### config.mk
export PLATFORM = sky130hd
export DESIGN_NAME = fifo_cfg_flat
export DESIGN_NICKNAME = d
export VERILOG_FILES = /design/src/rtl/fifo_cfg_pkg.sv /design/src/rtl/fifo_cfg_if.sv /design/src/rtl/fifo_cfg_dual_port_memory.sv /design/src/rtl/fifo_cfg.sv /design/src/flat_wrapper.sv
export SDC_FILE = /design/constraint.sdc
export NUM_CORES = 1
export LEC_CHECK = 0
export CAP_MARGIN = 5
export CELL_PAD_IN_SITES_DETAIL_PLACEMENT = 1
export CELL_PAD_IN_SITES_GLOBAL_PLACEMENT = 1
export CORE_MARGIN = 1
export CORE_UTILIZATION = 43
export DETAILED_ROUTE_END_ITERATION = 10
export MAX_ROUTING_LAYER = met4
export PLACE_DENSITY = 0.86
export SYNTH_ARGS = -nofsm -noshare
export SYNTH_HDL_FRONTEND = slang
export SYNTH_SLANG_ARGS = --single-unit
### constraint.sdc
create_clock -name clk -period 3.67 [get_ports clk]
set_clock_uncertainty 0.2 [all_clocks]
set_input_delay 0.734 -clock clk [delete_from_list [all_inputs] [get_ports clk]]
set_output_delay 0.734 -clock clk [all_outputs]
set_load 0.1 [all_outputs]
### src/rtl/fifo_cfg_pkg.sv
// Shared constants and types for the configurable-threshold FIFO.
// Error-bit indices and default geometry live here so every file agrees on them.
package fifo_cfg_pkg;

  localparam int DEF_DATA_WIDTH = 6;
  localparam int DEF_ADDR_WIDTH = 2;

  localparam int ERR_W   = 2;
  localparam int ERR_OVF = 1;
  localparam int ERR_UNF = 0;

  typedef logic [ERR_W-1:0] err_t;

endpackage

### src/rtl/fifo_cfg_if.sv
// Bus bundle between the FIFO and its user.
// The producer/consumer side drives through the master modport; the FIFO uses slave.
interface fifo_cfg_if
  import fifo_cfg_pkg::*;
#(
  parameter int DATA_WIDTH = DEF_DATA_WIDTH,
  parameter int ADDR_WIDTH = DEF_ADDR_WIDTH
);

  localparam int CW = ADDR_WIDTH + 1;

  // push/pop are requests taken only when accepted at a rising edge; Data_Valid is a
  // one-cycle pulse qualifying Fifo_Data_out; Pausa is advisory backpressure upstream.
  logic                  push;
  logic                  pop;
  logic [DATA_WIDTH-1:0] Fifo_Data_in;
  logic [CW-1:0]         thr_ae;
  logic [CW-1:0]         thr_af;
  logic                  err_clr;
  logic [DATA_WIDTH-1:0] Fifo_Data_out;
  logic                  Data_Valid;
  logic [CW-1:0]         count;
  logic                  Fifo_Empty;
  logic                  Fifo_Full;
  logic                  Almost_Empty;
  logic                  Almost_Full;
  logic                  Pausa;
  err_t                  Error_Fifo;

  modport master (
    output push, pop, Fifo_Data_in, thr_ae, thr_af, err_clr,
    input  Fifo_Data_out, Data_Valid, count, Fifo_Empty, Fifo_Full,
           Almost_Empty, Almost_Full, Pausa, Error_Fifo
  );

  modport slave (
    input  push, pop, Fifo_Data_in, thr_ae, thr_af, err_clr,
    output Fifo_Data_out, Data_Valid, count, Fifo_Empty, Fifo_Full,
           Almost_Empty, Almost_Full, Pausa, Error_Fifo
  );

endinterface

### src/rtl/fifo_cfg_dual_port_memory.sv
// Storage array with one synchronous write port and one synchronous read port.
// A read and write to the same address in one cycle returns the old word.
module dual_port_memory #(
  parameter int DATA_WIDTH = 6,
  parameter int ADDR_WIDTH = 2,
  parameter int MEM_SIZE   = 4
) (
  input  logic                  clk,
  input  logic                  rst_ni,
  input  logic                  wr_en_i,
  input  logic [ADDR_WIDTH-1:0] wr_addr_i,
  input  logic [DATA_WIDTH-1:0] wr_data_i,
  input  logic                  rd_en_i,
  input  logic [ADDR_WIDTH-1:0] rd_addr_i,
  output logic [DATA_WIDTH-1:0] rd_data_o
);

  logic [DATA_WIDTH-1:0] mem_q [MEM_SIZE];
  logic [DATA_WIDTH-1:0] rd_data_q;

  always_ff @(posedge clk) begin
    if (wr_en_i) begin
      mem_q[wr_addr_i] <= wr_data_i;
    end
  end

  // Only the read register is reset; array contents survive reset.
  always_ff @(posedge clk) begin
    if (!rst_ni) begin
      rd_data_q <= '0;
    end else if (rd_en_i) begin
      rd_data_q <= mem_q[rd_addr_i];
    end
  end

  assign rd_data_o = rd_data_q;

endmodule

### src/rtl/fifo_cfg.sv
// Synchronous FIFO with reset-captured almost-empty/almost-full thresholds,
// hysteretic backpressure (Pausa) and sticky overflow/underflow bits.
module fifo_cfg
  import fifo_cfg_pkg::*;
#(
  parameter int DATA_WIDTH = DEF_DATA_WIDTH,
  parameter int ADDR_WIDTH = DEF_ADDR_WIDTH
) (
  input  logic       clk,
  input  logic       reset_L,
  fifo_cfg_if.slave  bus
);

  localparam int            CW      = ADDR_WIDTH + 1;
  localparam int            DEPTH   = 2 ** ADDR_WIDTH;
  localparam logic [CW-1:0] DEPTH_C = CW'(DEPTH);

  logic [ADDR_WIDTH-1:0] wr_ptr_q, wr_ptr_d;
  logic [ADDR_WIDTH-1:0] rd_ptr_q, rd_ptr_d;
  logic [CW-1:0]         count_q, count_d;
  logic [CW-1:0]         thr_ae_q, thr_ae_d;
  logic [CW-1:0]         thr_af_q, thr_af_d;
  logic                  valid_q;
  logic                  pausa_q, pausa_d;
  err_t                  err_q, err_d;
  logic                  push_acc, pop_acc;
  logic [DATA_WIDTH-1:0] rd_data;

  always_comb begin
    pop_acc  = reset_L && bus.pop && (count_q != '0);
    // A full FIFO still takes a push when a pop frees a slot in the same cycle.
    push_acc = reset_L && bus.push && ((count_q != DEPTH_C) || pop_acc);

    wr_ptr_d = push_acc ? wr_ptr_q + ADDR_WIDTH'(1) : wr_ptr_q;
    rd_ptr_d = pop_acc  ? rd_ptr_q + ADDR_WIDTH'(1) : rd_ptr_q;

    count_d = count_q;
    case ({push_acc, pop_acc})
      2'b10:   count_d = count_q + CW'(1);
      2'b01:   count_d = count_q - CW'(1);
      default: count_d = count_q;
    endcase

    err_d = bus.err_clr ? '0 : err_q;
    if (bus.push && !push_acc) err_d[ERR_OVF] = 1'b1;
    if (bus.pop  && !pop_acc)  err_d[ERR_UNF] = 1'b1;

    pausa_d = pausa_q;
    if (count_d >= thr_af_q) begin
      pausa_d = 1'b1;
    end else if (count_d <= thr_ae_q) begin
      pausa_d = 1'b0;
    end

    // Clamp so that thr_ae < thr_af <= DEPTH whenever thr_af is non-zero.
    thr_af_d = (bus.thr_af > DEPTH_C) ? DEPTH_C : bus.thr_af;
    thr_ae_d = '0;
    if (thr_af_d != '0) begin
      thr_ae_d = (bus.thr_ae > thr_af_d - CW'(1)) ? thr_af_d - CW'(1) : bus.thr_ae;
    end
  end

  always_ff @(posedge clk) begin
    if (!reset_L) begin
      wr_ptr_q <= '0;
      rd_ptr_q <= '0;
      count_q  <= '0;
      valid_q  <= 1'b0;
      pausa_q  <= 1'b0;
      err_q    <= '0;
      thr_ae_q <= thr_ae_d;
      thr_af_q <= thr_af_d;
    end else begin
      wr_ptr_q <= wr_ptr_d;
      rd_ptr_q <= rd_ptr_d;
      count_q  <= count_d;
      valid_q  <= pop_acc;
      pausa_q  <= pausa_d;
      err_q    <= err_d;
    end
  end

  dual_port_memory #(
    .DATA_WIDTH (DATA_WIDTH),
    .ADDR_WIDTH (ADDR_WIDTH),
    .MEM_SIZE   (DEPTH)
  ) u_mem (
    .clk       (clk),
    .rst_ni    (reset_L),
    .wr_en_i   (push_acc),
    .wr_addr_i (wr_ptr_q),
    .wr_data_i (bus.Fifo_Data_in),
    .rd_en_i   (pop_acc),
    .rd_addr_i (rd_ptr_q),
    .rd_data_o (rd_data)
  );

  assign bus.Fifo_Data_out = rd_data;
  assign bus.Data_Valid    = valid_q;
  assign bus.count         = count_q;
  assign bus.Pausa         = pausa_q;
  assign bus.Error_Fifo    = err_q;
  assign bus.Fifo_Empty    = (count_q == '0);
  assign bus.Fifo_Full     = (count_q == DEPTH_C);
  assign bus.Almost_Empty  = (count_q != '0) && (count_q <= thr_ae_q);
  assign bus.Almost_Full   = (count_q >= thr_af_q) && (count_q != DEPTH_C);

endmodule
### src/flat_wrapper.sv
// flat-port wrapper written by rule: the top's interface ports become plain ports
module fifo_cfg_flat import fifo_cfg_pkg::*;
#(
  parameter int DATA_WIDTH = DEF_DATA_WIDTH,
  parameter int ADDR_WIDTH = DEF_ADDR_WIDTH
)
  (clk, reset_L, bus_push, bus_pop, bus_Fifo_Data_in, bus_thr_ae, bus_thr_af, bus_err_clr, bus_Fifo_Data_out, bus_Data_Valid, bus_count, bus_Fifo_Empty, bus_Fifo_Full, bus_Almost_Empty, bus_Almost_Full, bus_Pausa, bus_Error_Fifo);
  fifo_cfg_if #(.DATA_WIDTH(DATA_WIDTH), .ADDR_WIDTH(ADDR_WIDTH)) bus_i ();
  input  logic clk;
  input  logic reset_L;
  input wire logic [$bits(bus_i.push)-1:0] bus_push;
  input wire logic [$bits(bus_i.pop)-1:0] bus_pop;
  input wire logic [$bits(bus_i.Fifo_Data_in)-1:0] bus_Fifo_Data_in;
  input wire logic [$bits(bus_i.thr_ae)-1:0] bus_thr_ae;
  input wire logic [$bits(bus_i.thr_af)-1:0] bus_thr_af;
  input wire logic [$bits(bus_i.err_clr)-1:0] bus_err_clr;
  output wire logic [$bits(bus_i.Fifo_Data_out)-1:0] bus_Fifo_Data_out;
  output wire logic [$bits(bus_i.Data_Valid)-1:0] bus_Data_Valid;
  output wire logic [$bits(bus_i.count)-1:0] bus_count;
  output wire logic [$bits(bus_i.Fifo_Empty)-1:0] bus_Fifo_Empty;
  output wire logic [$bits(bus_i.Fifo_Full)-1:0] bus_Fifo_Full;
  output wire logic [$bits(bus_i.Almost_Empty)-1:0] bus_Almost_Empty;
  output wire logic [$bits(bus_i.Almost_Full)-1:0] bus_Almost_Full;
  output wire logic [$bits(bus_i.Pausa)-1:0] bus_Pausa;
  output wire logic [$bits(bus_i.Error_Fifo)-1:0] bus_Error_Fifo;
  assign bus_i.push = bus_push;
  assign bus_i.pop = bus_pop;
  assign bus_i.Fifo_Data_in = bus_Fifo_Data_in;
  assign bus_i.thr_ae = bus_thr_ae;
  assign bus_i.thr_af = bus_thr_af;
  assign bus_i.err_clr = bus_err_clr;
  assign bus_Fifo_Data_out = bus_i.Fifo_Data_out;
  assign bus_Data_Valid = bus_i.Data_Valid;
  assign bus_count = bus_i.count;
  assign bus_Fifo_Empty = bus_i.Fifo_Empty;
  assign bus_Fifo_Full = bus_i.Fifo_Full;
  assign bus_Almost_Empty = bus_i.Almost_Empty;
  assign bus_Almost_Full = bus_i.Almost_Full;
  assign bus_Pausa = bus_i.Pausa;
  assign bus_Error_Fifo = bus_i.Error_Fifo;
  fifo_cfg #(.DATA_WIDTH(DATA_WIDTH), .ADDR_WIDTH(ADDR_WIDTH)) u_core (.clk(clk), .reset_L(reset_L), .bus(bus_i));
endmodule
==> results of run 1 <==
==> per-stage QoR <==
stage / area (sq um) / total power [mW] / setup WS [ns] / hold WS (ns)
after global routing: 2910 / 1.49 / 0.370 / 0.299
final: 2910 / 1.42 / 0.529 / 0.265
after floorplan: 2430 / 0.995 / 0.0132 / 0.308
after CTS: 2910 / 1.43 / 0.538 / 0.269
after detailed placement: 2820 / 1.11 / 0.264 / 0.258
after global placement: 2820 / 1.10 / 0.370 / 0.245
==> area by class of cell <==
class	instances	area (sq um)	share of cell area (%)
clock buffer	6	72.6	2.50
timing repair buffer	38	350	12.1
multi-input combinational	139	1070	37.0
inverter	16	60.1	2.07
sequential	47	1240	42.8
clock inverter	2	16.3	0.560
tap	70	87.6	3.01
==> kinds of logic after synthesis <==
group	after synthesis	synth area share [%]
DFF	47	51.2
and+or+nand+nor	57	11.7
AOI/OAI and AO/OA	47	12.4
muxes	9	6.92
buffers and inverters	27	4.65
adders and majority gates	22	11.7
xor gates and xnor gates	4	1.45
==> worst paths after layout <==
| kind | from | to | depth (start not counted) |
|---|---|---|---|
| setup / recovery | bus_pop | u_core.bus.Pausa$_SDFFE_PN0P_ | 10 |
| hold / removal | u_core.u_mem.rd_data_o[0]$_SDFFE_PN0P_ | u_core.u_mem.rd_data_o[0]$_SDFFE_PN0P_ | 2 |
| setup reg to reg | u_core.bus.count[2]$_SDFF_PN0_ | u_core.bus.Pausa$_SDFFE_PN0P_ | 9 |
| hold reg to reg | u_core.u_mem.rd_data_o[0]$_SDFFE_PN0P_ | u_core.u_mem.rd_data_o[0]$_SDFFE_PN0P_ | 2 |
==> power by group through the flow <==
stage	clock network, mW	registers (mW)	logic [mW]
6_report	0.319	0.635	0.469
5_1_grt	0.347	0.641	0.503
4_1_cts	0.321	0.635	0.471
3_5_place_dp	0	0.648	0.467
3_3_place_gp	0	0.644	0.451
2_1_floorplan	0	0.738	0.257
==> flip-flops by register name, indices dropped and copies added (netlist names) <==
name / flops
u_core.rd_ptr_q: 2
u_core.thr_af_q: 3
u_core.bus.count: 3
u_core.wr_ptr_q: 2
u_core.thr_ae_q: 3
u_core.bus.Pausa: 1
u_core.u_mem.rd_data_o: 6
u_core.bus.Error_Fifo: 2
u_core.bus.Data_Valid: 1
u_core.u_mem.mem_q: 24
==> worst max-delay path, stage by stage <==
cell and delay, ns:
clkdlybuf4s50_1 0.48, nand2_1 0.08, nor3_1 0.18, fa_1 0.51, o21ai_0 0.23, o31ai_1 0.13, ha_1 0.32, a21o_1 0.18
a21oi_1 0.17, o22ai_1 0.10
==> Yosys cell counts (4+ instances only) <==
| cell type | instances | area [sq um] |
|---|---|---|
| edfxtp_1 | 30 | 901 |
| ha_1 | 21 | 263 |
| nand2_1 | 21 | 78.8 |
| dfxtp_1 | 17 | 340 |
| inv_1 | 16 | 60.1 |
| o21ai_0 | 16 | 80.1 |
| a21oi_1 | 13 | 65.1 |
| nor2_1 | 9 | 33.8 |
| buf_2 | 6 | 30.0 |
| mux4_2 | 6 | 135 |
| nand2b_1 | 6 | 37.5 |
| and2_1 | 5 | 31.3 |
| nand3_1 | 5 | 25.0 |
| nor2b_1 | 4 | 25.0 |
==> layout by cell type, fill, tap and decap left out, drive strengths merged, types with 2 or more instances in the layout <==
master / n
nor3: 3
and2: 5
o22ai: 3
dfxtp: 17
o21ai: 16
ha: 21
a211oi: 3
o31ai: 2
clkbuf: 6
nor2: 10
edfxtp: 30
xnor2: 3
clkdlybuf4s50: 26
nand3: 5
mux4: 6
nor2b: 4
a21o: 3
or3: 3
inv: 17
mux2: 2
nand2b: 6
buf: 12
a21oi: 13
nand2: 21
==> metal layers <==
layer  wire, um  vias up  GRT usage (%)
li1           -      831              -
met1       2340      836           23.6
met2       2660       27           32.6
met3        122        9           3.45
met4         91        0           7.92
met5          0        -              -
==> summary.md, run 1 <==
| Metric | Value |
|---|---|
| Clk_lat worst skew | 0.30 ns |
| Clock Root Buffer | clkbuf_8 |
| Fin util | between 50% and 60% |
| Via count | ~1700 |
| Asr flop ratio synth | 0% |
| Type of destination of the critical path | register |
| Clock share of power | between 20% and 30% |
| Critical Path AT | ~3.1 ns |
| Max Buffers Root-to-Sink | 2 |
| Worst Max-Slew Pin Slew | between 0.9 and 1 ns |
| Pint | just under 900 uW |
| Gr usage total | 19.6% |
| Initial antenna violation count | 0 |
| Synthesis-stage register bit count | 47 |
| CORE AREA | 5270 sq um |
| Mapped Nets | between 200 and 300 |
| Die width | 77.1 um |
| CP required | about 3.6 ns |
| Die Ht | roughly 77 um |
| DP Cell Count | 310 |
| Fmax | 0.318 GHz |
| DRT antenna net count | 0 |
| Final hold vios | 0 |
| P_sw | between 500 and 600 uW |
| Endpoints failing setup | 0 |
| Drt first pass iters | 4 |
| Outcome | finished clean |
| Final Max Slew Viols | 0 |
| Clk slew on worst S/H paths | 0.09 ns |
| Combinational fraction of design power | between 30% and 40% |
| LEAKAGE | between 1 and 1.5 nW |
| Critical Path Fanout Max | 3 |
| TritonCTS clock tree | built |
| Setup total negative slack | 0 ns |
| Final #Nets | around 290 |
| Critical path startpoint category | primary input |
| Ant. Diodes | 0 |
| # fillers | a little under 600 |
| RSZ-0062 raised after global routing | no |
| Critical path class | primary input to register |
| WL/cell | around 16 um |
| Yosys Warn Count | 0 |
| Slew headroom | approximately a third |
| GPL Wtd Cong | 0.782 |
| Sequential area share after synthesis | between 50% and 60% |
| Cells after Synth | approximately 210 |
| Total gr overflow | 0 |
| Crit path time final | around 3.1 ns |
| Synth-to-Final Area Change | 20.0% |
| Count of cell types in the netlist | 37 |
| Vias in the first global route | between 1500 and 2000 |
| Hold-fix buffers at CTS | 0 |
| Number of buffers added on ports | 33 |
| Post-Syn Area | 2420 sq um |
| Syn avg cell area | 11.4 sq um |
| Finished Layout Cells | around 320 |
| Ratio of cells with drive above 1 in the final layout | about 15% |
| Drt total wl | between 5000 and 6000 um |
| Setup Buffers After CTS | 0 |
| Sw frac | about 38% |
| IO Pins | 34 |
| Largest net degree at the start of global routing | 18 |
| TritonCTS Sinks | 47 |
| First-pass GRT wire length | slightly below 9000 um |
| Tcrit/Tclk final | between 80% and 90% |
| # rows | 26 |
| Starting Density | a little under half |
| Sequential share of power | 44.6% |
| R2r setup slk | 0.66 ns |
| Tightest Hold Check Type | register to register |
| Htree depth | 2 |
| Full die area | between 5000 and 6000 sq um |
| DPL Wire Length | approximately 3800 um |
| DR iter-0 viols | ~130 |
| Number of synthesized flops with an enable pin | 30 |
| Cts repair resizes | 0 |
| Max VDD drop | between 0.2 and 0.25 mV |
| TritonCTS buffer count | 5 |
| Post-synth top flop | edfxtp_1 |
| DRC violations left | 0 |
| Pwr/cell area | 490 nW/um^2 |
| Via density | ~5.4 |
| Max-Cap Viols | 0 |
Power figures use the tool's default switching activity.
==> run 2: changes to the inputs <==
Settings changed: CAP_MARGIN 5 to unset.
==> results of run 2 <==
The final DEF is identical to that of run 1; final timing and power are the same.
==> RTL edit 1, RTL diff (settings of run 2) <==
The package constant `DEF_ADDR_WIDTH` goes from 2 to 1.
--- a/src/rtl/fifo_cfg_pkg.sv
+++ b/src/rtl/fifo_cfg_pkg.sv
@@ -3,7 +3,7 @@
 package fifo_cfg_pkg;
 
   localparam int DEF_DATA_WIDTH = 6;
-  localparam int DEF_ADDR_WIDTH = 2;
+  localparam int DEF_ADDR_WIDTH = 1;
 
   localparam int ERR_W   = 2;
   localparam int ERR_OVF = 1;
Ports: changed (resized bus_count, bus_thr_ae and bus_thr_af); port bits go from 34 to 31. The function was not compared with the original's and may differ.
==> RTL edit 1 against run 2 <==
  * First-iteration DRC count shrank 62%
  * Synthesized cell count down 37%
  * Final area fell by 34%
  * Worst setup slack gained 0.17 ns
  * Area after synthesis decreased by 35%
  * Routed wire length decreased by 38%
  * Die area shrank 34%
  * Sequential cell count down 17
  * Sequential power decreased by 39%
  * Maximum frequency grew 5.7%
  * Worst hold slack better by 0.050 ns
  * Power is 39% lower
  * Critical path type is now reg2out
  * Critical endpoint is now bus_Almost_Full
  * Largest cell class unchanged
  * Highest routed layer unchanged
==> RTL edit 1: results (changes against run 2) <==
<table>
<tr><th>Metric</th><th>Value</th></tr>
<tr><th colspan="2">Critical path</th></tr>
<tr><td>Cell class contributing the biggest share of worst-path delay</td><td>flip-flops (was adder cells)</td></tr>
<tr><td>Maximum fanout along the worst path</td><td>15 (was 3)</td></tr>
<tr><td>Setup crit end</td><td>bus_Almost_Full (was u_core.bus.Pausa$_SDFFE_PN0P_)</td></tr>
<tr><td>Critical path arrival</td><td>2.04 ns (was 3.11 ns)</td></tr>
<tr><td>Slowest-stage cell, CP</td><td>sky130_fd_sc_hd__dfxtp_1 (was sky130_fd_sc_hd__fa_1)</td></tr>
<tr><td>Worst path max stage delay</td><td>0.69 ns (was 0.51 ns)</td></tr>
<tr><td>Number of cells on the worst reg-to-reg path</td><td>7 (was 9)</td></tr>
<tr><th colspan="2">Clock network</th></tr>
<tr><td>Clock network latency to the later pin of the worst-skew pair</td><td>0.32 ns (was 0.30 ns)</td></tr>
<tr><th colspan="2">Power and ir drop</th></tr>
<tr><td>Switching part of the total</td><td>0.3088 (was 0.3788)</td></tr>
<tr><td>Max rail drop VDD</td><td>267.3 uV (was 200.6 uV)</td></tr>
<tr><td>Leakage power figure</td><td>0.7328 nW (was 1.106 nW)</td></tr>
<tr><td>Combinational power</td><td>0.204 mW (was 0.469 mW)</td></tr>
<tr><th colspan="2">Yosys</th></tr>
<tr><td>Most area-consuming cells after synthesis</td><td>sky130_fd_sc_hd__edfxtp_1 31%, sky130_fd_sc_hd__dfxtp_1 18%, sky130_fd_sc_hd__ha_1 8.8% (was sky130_fd_sc_hd__edfxtp_1 37%, sky130_fd_sc_hd__dfxtp_1 14%, sky130_fd_sc_hd__ha_1 11%)</td></tr>
<tr><td>Synth unique cells</td><td>36 (was 37)</td></tr>
<tr><td>Register area share after synthesis</td><td>0.4837 (was 0.5124)</td></tr>
<tr><td>Post-Synthesis Net Count</td><td>161 (was 252)</td></tr>
<tr><th colspan="2">Drt</th></tr>
<tr><td>Detailed-route vias per instance</td><td>5.156 (was 5.355)</td></tr>
<tr><td>DRC marker count from the first detailed-route iteration</td><td>48 (was 126)</td></tr>
<tr><td>Number of detailed-routing iterations run before antenna repair</td><td>2 (was 4)</td></tr>
<tr><th colspan="2">Placed design</th></tr>
<tr><td>Placed standard-cell area</td><td>1846 um^2 (was 2818 um^2)</td></tr>
<tr><td>Count of buffers from port buffering</td><td>30 (was 33)</td></tr>
<tr><th colspan="2">Global route</th></tr>
<tr><td>Largest net degree at the start of global routing</td><td>16 (was 18)</td></tr>
<tr><td>Total GRT Usage</td><td>0.1916 (was 0.1962)</td></tr>
<tr><th colspan="2">STA</th></tr>
<tr><td>Worst-case headroom to the max-slew limit</td><td>0.3478 (was 0.3503)</td></tr>
<tr><th colspan="2">Run status</th></tr>
<tr><td>Run status</td><td>completed (unchanged)</td></tr>
</table>
==> RTL edit 1: cell count changes in the layout (fill, tap and decap cells not counted), moves of 6 or more <==
| cell | change |
|---|---|
| sky130_fd_sc_hd__nand2_1 | -17 |
| sky130_fd_sc_hd__ha_1 | -10 |
| sky130_fd_sc_hd__mux4_2 | -6 |
| sky130_fd_sc_hd__inv_1 | -6 |
| sky130_fd_sc_hd__o21ai_0 | -15 |
| sky130_fd_sc_hd__a211oi_2 | +8 |
| sky130_fd_sc_hd__edfxtp_1 | -14 |
==> RTL edit 1: logic make-up after synthesis <==
family | count (synthesis) | share of synthesized area
AOI/OAI and AO/OA | 31 | 0.1679
xor gates and xnor gates | 1 | 0.005570
adders and majority gates | 11 | 0.08751
buffers and inverters | 19 | 0.07240
DFF | 30 | 0.4837
muxes | 6 | 0.03819
and+or+nand+nor | 37 | 0.1448
==> RTL edit 1: metrics by stage <==
stage                     power [mW]    util  hold slack (ns)  cells  setup slack (ns)
after detailed placement      0.6009  0.5403           0.3050    203            0.5755
after global routing          0.9114  0.5652           0.3495    211            0.4928
after floorplan               0.5509       -           0.2690    135            0.1850
after global placement        0.5917  0.5403           0.2813    203            0.6885
final                         0.8685  0.5652           0.3146    211            0.6985
after CTS                     0.8748  0.5652           0.3202    211            0.6603
==> RTL edit 1: cell type report <==
type,instances,area (um^2),area share
clock buffers,7,55.05,0.02852
clock inverters,1,30.03,0.01555
inverters,10,37.54,0.01944
multi-input cells,86,704.4,0.3649
flip-flops and latches,30,760.7,0.3940
well taps,46,57.56,0.02981
repair buffers,31,285.3,0.1478
==> RTL edit 1: layer usage <==
metal  up-vias  global-route usage  routed length, um
met5         -                   -                  0
met4         0             0.09593                 67
met3         7             0.03467                 84
met2        21              0.3152               1609
met1       521              0.2239               1468
li1        539                   -                  -
==> RTL edit 2, RTL diff (config.mk and constraints of run 2) <==
Without the edit above. Reset style: asynchronous (`rst_ni`), changed in one clocked block. Comments in the files are not updated.
--- a/src/rtl/fifo_cfg_dual_port_memory.sv
+++ b/src/rtl/fifo_cfg_dual_port_memory.sv
@@ -25,7 +25,7 @@
   end
 
   // Only the read register is reset; array contents survive reset.
-  always_ff @(posedge clk) begin
+  always_ff @(posedge clk or negedge rst_ni) begin
     if (!rst_ni) begin
       rd_data_q <= '0;
     end else if (rd_en_i) begin
Check against the original RTL: differs if reset_L is asserted again (counterexample within 4 cycles, from zero or initial values and one cycle with reset_L low); with reset_L held inactive, the same outputs for 10 cycles.
==> RTL edit 2 against run 2 <==
  * Area after synthesis rose by 1.4%
  * Worst setup slack got worse by 0.23 ns
  * Routed wire length up 2.7%
  * Power is 26% higher
  * Die area increased by 1.4%
  * Sequential cell count stayed put
  * Via count fell by 0.41%
  * First-iteration DRC count is 30% lower
  * Final area is 2.4% higher
  * Critical endpoint unchanged
  * Highest routed layer unchanged
==> RTL edit 2: results (changes against run 2) <==
<table>
<tr><th>Metric</th><th>Value</th></tr>
<tr><th colspan="2">Run status</th></tr>
<tr><td>Run status</td><td>completed (unchanged)</td></tr>
<tr><th colspan="2">Placed design</th></tr>
<tr><td>Final weighted congestion in routability-driven placement</td><td>0.7859 (was 0.7818)</td></tr>
<tr><th colspan="2">Power and ir drop</th></tr>
<tr><td>Seq power</td><td>0.663 mW (was 0.635 mW)</td></tr>
<tr><td>Max rail drop VDD</td><td>326.3 uV (was 200.6 uV)</td></tr>
<tr><td>Clk pwr share</td><td>0.175 (was 0.224)</td></tr>
<tr><td>Switching part of the total</td><td>0.4438 (was 0.3788)</td></tr>
<tr><th colspan="2">Global route</th></tr>
<tr><td>Met1 Track Usage GR</td><td>0.2430 (was 0.2362)</td></tr>
<tr><td>Vias in the first global route</td><td>1792 (was 1731)</td></tr>
<tr><td>GR Layer Usage met3</td><td>0.03412 (was 0.03452)</td></tr>
<tr><td>Wire length of the first global-routing pass</td><td>8.873 mm (was 8.687 mm)</td></tr>
<tr><th colspan="2">Layout</th></tr>
<tr><td>Non-clock inverter count</td><td>14 (was 16)</td></tr>
<tr><td>Fraction of area in registers</td><td>0.4273 (was 0.4283)</td></tr>
<tr><td>Fill cell instance count of the final layout</td><td>581 (was 580)</td></tr>
<tr><td>Fraction of area in multi-input gates</td><td>0.3696 (was 0.3698)</td></tr>
<tr><td>Signal buffers share of area</td><td>0.1253 (was 0.1205)</td></tr>
<tr><td>Bufs w/o clock</td><td>41 (was 38)</td></tr>
<tr><td>NumNets Final</td><td>284 (was 286)</td></tr>
<tr><th colspan="2">Yosys</th></tr>
<tr><td>Post-synth ARST share</td><td>0.1277 (was 0)</td></tr>
<tr><td>Top cells by count, synth</td><td>30 x sky130_fd_sc_hd__edfxtp_1, 21 x sky130_fd_sc_hd__ha_1, 15 x sky130_fd_sc_hd__a21oi_1 (was 30 x sky130_fd_sc_hd__edfxtp_1, 21 x sky130_fd_sc_hd__ha_1, 21 x sky130_fd_sc_hd__nand2_1)</td></tr>
<tr><td>Post-Synthesis Net Count</td><td>244 (was 252)</td></tr>
<tr><th colspan="2">Min path</th></tr>
<tr><td>Startpoint of the lowest-slack hold path</td><td>u_core.u_mem.rd_data_o[3]$_DFFE_PN0P_ (was u_core.u_mem.rd_data_o[0]$_SDFFE_PN0P_)</td></tr>
<tr><th colspan="2">Drt</th></tr>
<tr><td>Met1 wire length</td><td>2.344 mm (was 2.337 mm)</td></tr>
<tr><td>DR WL met3</td><td>109 um (was 122 um)</td></tr>
<tr><th colspan="2">Critical path</th></tr>
<tr><td>Cell class contributing the biggest share of worst-path delay</td><td>simple AND/OR/NAND/NOR gates (was adder cells)</td></tr>
<tr><td>Critical path arrival</td><td>3.39 ns (was 3.11 ns)</td></tr>
<tr><td>Slowest-stage cell, CP</td><td>sky130_fd_sc_hd__or4_1 (was sky130_fd_sc_hd__fa_1)</td></tr>
</table>
[RTL edit 2: cell count changes after synthesis, moves of 3 or more]
cell / delta
sky130_fd_sc_hd__buf_2: -5
sky130_fd_sc_hd__nor2_1: +4
sky130_fd_sc_hd__inv_1: -4
sky130_fd_sc_hd__nor2b_1: +3
sky130_fd_sc_hd__dfxtp_1: -6
sky130_fd_sc_hd__mux2_2: +5
sky130_fd_sc_hd__dfrtp_1: +6
sky130_fd_sc_hd__nand2_1: -14
sky130_fd_sc_hd__o21ai_0: -3
[RTL edit 2: final timing paths]
kind / to / slack, ns / depth (start not counted)
max: u_core.bus.Pausa$_SDFFE_PN0P_ / 0.30 / 10
min: u_core.u_mem.rd_data_o[3]$_DFFE_PN0P_ / 0.31 / 1
max reg2reg: u_core.bus.Pausa$_SDFFE_PN0P_ / 0.54 / 9
min reg2reg: u_core.u_mem.rd_data_o[3]$_DFFE_PN0P_ / 0.31 / 1
max in group asynchronous: u_core.u_mem.rd_data_o[5]$_DFFE_PN0P_ / 2.44 / 2
min in group asynchronous: u_core.u_mem.rd_data_o[4]$_DFFE_PN0P_ / 0.64 / 2
[RTL edit 2: through the flow]
stage	setup slack, ns	hold slack (ns)	instances	utilization
2_1_floorplan	-0.4796	0.2384	205	-
3_3_place_gp	0.1342	0.2915	310	0.5242
3_5_place_dp	0.06070	0.2998	310	0.5242
4_1_cts	0.2940	0.3201	318	0.5403
5_1_grt	0.1876	0.3321	318	0.5403
6_report	0.2972	0.3133	318	0.5403
[RTL edit 2: cell families after synthesis]
kind of cell,count (synthesis),synth area share
simple gates,53,0.1182
buf+inv,22,0.03718
compound gates,43,0.1060
flops,47,0.5176
xor+xnor,3,0.01070
fa+ha+maj,22,0.1151
mux,15,0.09526
